`src/rtl/fb_pkg.sv`:
```
// Frame-buffer shared definitions: default geometry and frame FSM encoding,
// common to the port arbiter and the UART pixel assembler.
package fb_pkg;

  localparam int FB_ADDR_W     = 18;
  localparam int FB_DATA_W     = 24;
  localparam int FB_NUM_PIXELS = 200000;

  typedef logic [1:0] fb_state_t;

  localparam fb_state_t ST_IDLE    = 2'd0;
  localparam fb_state_t ST_LOADING = 2'd1;
  localparam fb_state_t ST_READY   = 2'd2;

  localparam logic GRANT_RD = 1'b0;
  localparam logic GRANT_WR = 1'b1;

endpackage

```
`src/rtl/fb_rd_pipe.sv`:
```
// Read-return delay line: carries the valid and out-of-range tags of each
// issued read for RD_LAT cycles so they line up with the BRAM output.
module fb_rd_pipe #(
  parameter int RD_LAT = 1
) (
  input  logic clk,
  input  logic rst,
  input  logic in_valid,
  input  logic in_oob,
  output logic out_valid,
  output logic out_oob
);

  logic [RD_LAT-1:0] valid_sr;
  logic [RD_LAT-1:0] oob_sr;

  always_ff @(posedge clk) begin
    if (!rst) begin
      valid_sr <= '0;
      oob_sr   <= '0;
    end else begin
      valid_sr[0] <= in_valid;
      oob_sr[0]   <= in_oob;
      for (int i = 1; i < RD_LAT; i++) begin
        valid_sr[i] <= valid_sr[i-1];
        oob_sr[i]   <= oob_sr[i-1];
      end
    end
  end

  assign out_valid = valid_sr[RD_LAT-1];
  assign out_oob   = oob_sr[RD_LAT-1];

endmodule

```
`src/rtl/fb_port_arbiter.sv`:
```
// Single-port BRAM arbiter between the UART pixel writer and the display
// reader, with a 1-entry write holding register and frame-load tracking.
module fb_port_arbiter
  import fb_pkg::*;
#(
  parameter int ADDR_W     = FB_ADDR_W,
  parameter int DATA_W     = FB_DATA_W,
  parameter int NUM_PIXELS = FB_NUM_PIXELS,
  parameter int RD_LAT     = 1
) (
  input  logic              clk,
  input  logic              rst,
  input  logic              wr_req,
  input  logic [ADDR_W-1:0] wr_addr,
  input  logic [DATA_W-1:0] wr_data,
  output logic              wr_ack,
  input  logic              rd_req,
  input  logic [ADDR_W-1:0] rd_addr,
  output logic              rd_ack,
  output logic              rd_valid,
  output logic [DATA_W-1:0] rd_data,
  output logic              bram_en,
  output logic              bram_we,
  output logic [ADDR_W-1:0] bram_addr,
  output logic [DATA_W-1:0] bram_din,
  input  logic [DATA_W-1:0] bram_dout,
  output logic              frame_ready,
  output logic              frame_done,
  output logic              err_oob
);

  localparam logic [ADDR_W:0]   PIX_LIMIT = (ADDR_W+1)'(NUM_PIXELS);
  localparam logic [ADDR_W-1:0] LAST_ADDR = ADDR_W'(NUM_PIXELS - 1);

  logic              wr_full;
  logic [ADDR_W-1:0] wr_addr_q;
  logic [DATA_W-1:0] wr_data_q;
  logic [ADDR_W-1:0] bram_addr_q;
  logic [DATA_W-1:0] bram_din_q;
  logic              last_grant;
  fb_state_t         state;

  logic wr_oob, rd_oob, rd_elig, grant_wr, grant_rd;
  logic pipe_valid, pipe_oob;

  assign wr_oob      = {1'b0, wr_addr} >= PIX_LIMIT;
  assign rd_oob      = {1'b0, rd_addr} >= PIX_LIMIT;
  assign frame_ready = (state == ST_READY);

  // Grants are qualified by rst so nothing is acked or issued in a reset cycle.
  assign rd_elig  = rst && rd_req && frame_ready;
  assign grant_wr = rst && wr_full && (!rd_elig || last_grant == GRANT_RD);
  assign grant_rd = rd_elig && !grant_wr;

  assign wr_ack  = rst && wr_req && (!wr_full || grant_wr);
  assign rd_ack  = grant_rd;
  assign bram_en = grant_wr || (grant_rd && !rd_oob);
  assign bram_we = grant_wr;

  assign bram_addr = grant_wr ? wr_addr_q : (bram_en ? rd_addr : bram_addr_q);
  assign bram_din  = grant_wr ? wr_data_q : bram_din_q;

  // NOTE: every register here is state, so all use non-blocking assignment.
  always_ff @(posedge clk) begin
    if (!rst) begin
      wr_full     <= 1'b0;
      wr_addr_q   <= '0;
      wr_data_q   <= '0;
      bram_addr_q <= '0;
      bram_din_q  <= '0;
      last_grant  <= GRANT_RD;
      state       <= ST_IDLE;
      frame_done  <= 1'b0;
      err_oob     <= 1'b0;
    end else begin
      if (wr_ack) begin
        wr_full <= !wr_oob;
        if (!wr_oob) begin
          wr_addr_q <= wr_addr;
          wr_data_q <= wr_data;
        end
      end else if (grant_wr) begin
        wr_full <= 1'b0;
      end

      if (grant_wr)      last_grant <= GRANT_WR;
      else if (grant_rd) last_grant <= GRANT_RD;

      if (bram_en)  bram_addr_q <= bram_addr;
      if (grant_wr) bram_din_q  <= wr_data_q;

      err_oob <= err_oob || (wr_ack && wr_oob) || (grant_rd && rd_oob);

      frame_done <= grant_wr && (wr_addr_q == LAST_ADDR) && (state != ST_READY);

      if (grant_wr) begin
        case (state)
          ST_IDLE, ST_LOADING:
            state <= (wr_addr_q == LAST_ADDR) ? ST_READY : ST_LOADING;
          ST_READY:
            if (wr_addr_q == '0) state <= ST_LOADING;
          default:
            state <= ST_IDLE;
        endcase
      end
    end
  end

  fb_rd_pipe #(.RD_LAT(RD_LAT)) u_rd_pipe (
    .clk      (clk),
    .rst      (rst),
    .in_valid (grant_rd),
    .in_oob   (rd_oob),
    .out_valid(pipe_valid),
    .out_oob  (pipe_oob)
  );

  assign rd_valid = pipe_valid;
  assign rd_data  = (pipe_valid && !pipe_oob) ? bram_dout : '0;

endmodule

```
`config.mk`:
```
export PLATFORM = sky130hd
export DESIGN_NAME = fb_port_arbiter
export DESIGN_NICKNAME = d
export VERILOG_FILES = /design/src/rtl/fb_pkg.sv /design/src/rtl/fb_rd_pipe.sv /design/src/rtl/fb_port_arbiter.sv
export SDC_FILE = /design/constraint.sdc
export NUM_CORES = 1
export LEC_CHECK = 0
export ABC_AREA = 1
export CAP_MARGIN = 20
export CORE_MARGIN = 8
export CORE_UTILIZATION = 65
export DETAILED_ROUTE_END_ITERATION = 10
export DONT_BUFFER_PORTS = 1
export GPL_ROUTABILITY_DRIVEN = 0
export PLACE_DENSITY_LB_ADDON = 0.05
export RECOVER_POWER = 50
export SKIP_CTS_REPAIR_TIMING = 1
export SYNTH_ARGS = -nofsm -noshare
export SYNTH_HDL_FRONTEND = slang
export SYNTH_SLANG_ARGS = --single-unit
export TNS_END_PERCENT = 1
```
`constraint.sdc`:
```
create_clock -name clk -period 3 [get_ports clk]
set_clock_uncertainty 0.2 [all_clocks]
set_input_delay 0.6 -clock clk [delete_from_list [all_inputs] [get_ports clk]]
set_output_delay 0.6 -clock clk [all_outputs]
set_load 0.02 [all_outputs]
```
==> metrics <==
status finished clean; register area share after synthesis ~45%; Yosys cell types 30; leakage power ~2.1 nW; commonest non-fill, non-tap cell in the layout nand2_1; Die Height 95.7 um; Layout area overhead 4.00%; CTS buffer count 9; crit-path max FO 37; Worst Setup End Kind output pin; grt total ovfl 0; crit path time final approximately 2.8 ns; Synth Instances 596; DRC 0; Slew headroom approximately 52%; drt pass-1 iters 8; drt wl/cell approximately 16 um; first-pass GRT wire length between 15,000 and 20,000 um; initial antenna violation count 0; Critical Path RT approximately 2.2 ns; final hold violations 0; RSZ-0062 raised after global routing yes; Filler Cells Inserted a little under 600; largest net degree at the start of global routing between 60 and 70; Die Wd ~96 um; period utilization 94.9%; CTS tree yes; Max VDD drop 438 uV; critical path startpoint category flip-flop; register-to-register setup slack a little over 0.4 ns; syn nets ~700; Reg area about 0.0018 sq mm; Buf/Inv on CP 2; post-synthesis cell area roughly 0.0041 sq mm; Setup Viol. Count Final 0; vias in the first global route between 3,000 and 4,000; P per Cell Area approximately 580 mW/mm^2; worst hold path type input pin to flip-flop; Total Routing Usage GR between 20% and 30%; Synth Warn # 0; top-area cell type share of the netlist area between 40% and 50%; clock-pin slew on the worst setup and hold paths approximately 0.09 ns; Num Clock Sinks between 90 and 100; Routed WL 10,600 um; CP max stage delay 0.38 ns; Synth area leader dfxtp_1; std cell rows 29; Area contributors post-synth dfxtp_1 (45%), nand2_1 (12%), nor2_1 (9.1%), o21ai_1 (7.0%), inv_1 (6.4%); Critical Path, Cell by Cell nand2_2 > nor2_4 > nand2_2 > nand2_2 > inv_2 > or2_2 > o21ai_0 > inv_1; Data arrival, critical path 2.05 ns; Iter 0 DRT Violations approximately 220; count of final max-slew check failures 0; vias per std cell between 5 and 6; Max Buffers Root-to-Sink 2; Max Freq around 0.35 GHz; max-cap violations 0; total power roughly 2.5 mW; Crit-path slowest cell dfxtp_1; Vias ~3,600; commonest non-fill, non-tap cells in the layout nand2_1 (131), nor2_1 (100), dfxtp_1 (92), inv_1 (70), o21ai_0 (47); H-tree depth 3; Mean Syn Cell Area ~6.9 sq um; Core Region 0.00624 sq mm; crit-path most repeated cell nand2_2; CP delay by family, top simple AND/OR/NAND/NOR gates; Initial Util between 60% and 70%; hpwl dp a little over 8000 um; Worst Tran Pin Value 0.725 ns; number of diodes 0; Top Ports 162; ANT nets after route 0; total die area slightly above 0.009 sq mm; fin nets 678; worst skew pair latency about 0.34 ns; CTS root buf clkbuf_8; area of the multi-input gates approximately 0.0018 sq mm; layout cells sized above 1 approximately 7.2%; FF+latch count, synth slightly above 90; Port Buf Inserts 0; kind of critical path flip-flop to output pin; setup_tns 0 ns
## per-stage QoR
stage | setup slack [ns] | hold WS, ns | cell area [sq um] | util (%) | cells
final | 0.153 | 0.166 | 4290 | 68.8 | 672
after global routing | -0.00310 | 0.154 | 4290 | 68.8 | 672
after CTS | 0.0747 | 0.154 | 4320 | 69.2 | 672
after detailed placement | 0.235 | 0.248 | 4150 | 66.4 | 656
after global placement | 0.279 | 0.249 | 4150 | 66.4 | 656
after floorplan | 0.512 | 0.234 | 4130 | - | 596
## registers in the layout (all words and copies together) (netlist names)
signal               count
last_grant               1
state                    2
wr_addr_q               18
u_rd_pipe.out_valid      1
bram_din_q              24
u_rd_pipe.out_oob        1
bram_addr_q             18
wr_data_q               24
frame_done               1
err_oob                  1
wr_full                  1
## synth_stat cells
library cell,count
o21ai_0,19
nor2_1,100
nand2_2,5
dfxtp_1,92
buf_1,1
nor2_4,1
clkbuf_1,11
o211ai_1,1
buf_6,7
inv_1,70
a21oi_1,5
nand3_4,1
nor2_8,1
buf_4,4
nand4_1,2
o21a_1,3
or2_1,6
a21o_1,1
nand3_1,40
inv_2,2
or2_2,8
clkinv_1,1
or2_0,11
nor3_1,1
buf_2,7
o22ai_1,1
o21bai_1,6
o21ai_1,58
nand2_1,130
clkbuf_2,1
## layout make-up
class,count,share of cell area [%]
Sequential cell,92,42.9
Multi-Input combinational cell,400,41.9
Inverter,73,6.38
Clock buffer,9,2.89
Timing Repair Buffer,14,2.48
Tap cell,77,2.24
Clock inverter,7,1.20
## layer usage
metal	up-vias	global-route usage, %	wire (um)
li1	1835	-	-
met1	1628	25.7	4240
met2	150	39.4	5240
met3	13	5.91	970
met4	0	7.81	154
met5	-	0	0
## cell families after synthesis
logic type / after synthesis / synth area share [%]
AOI/OAI and AO/OA: 94 / 12.1
and+or+nand+nor: 306 / 31.9
buffers and inverters: 104 / 11.3
DFF: 92 / 44.6
## power breakdown
part	total, mW	switching, mW	internal, mW	leakage [nW]
Sequential	1.35	0.0466	1.30	0.752
Clock	0.741	0.437	0.304	0.0856
Combinational	0.381	0.263	0.117	1.26
## final timing paths
path	to	cells past startpoint	start
max	bram_din[4]	8	state[1]$_SDFFE_PN0P_
min	wr_addr_q[8]$_SDFFE_PN0P_	2	wr_addr[8]
min reg2reg	wr_data_q[0]$_SDFFE_PN0P_	2	wr_data_q[0]$_SDFFE_PN0P_
max reg2reg	wr_addr_q[0]$_SDFFE_PN0P_	12	state[0]$_SDFFE_PN0P_
Note: power is estimated with default switching activity, not from simulation.
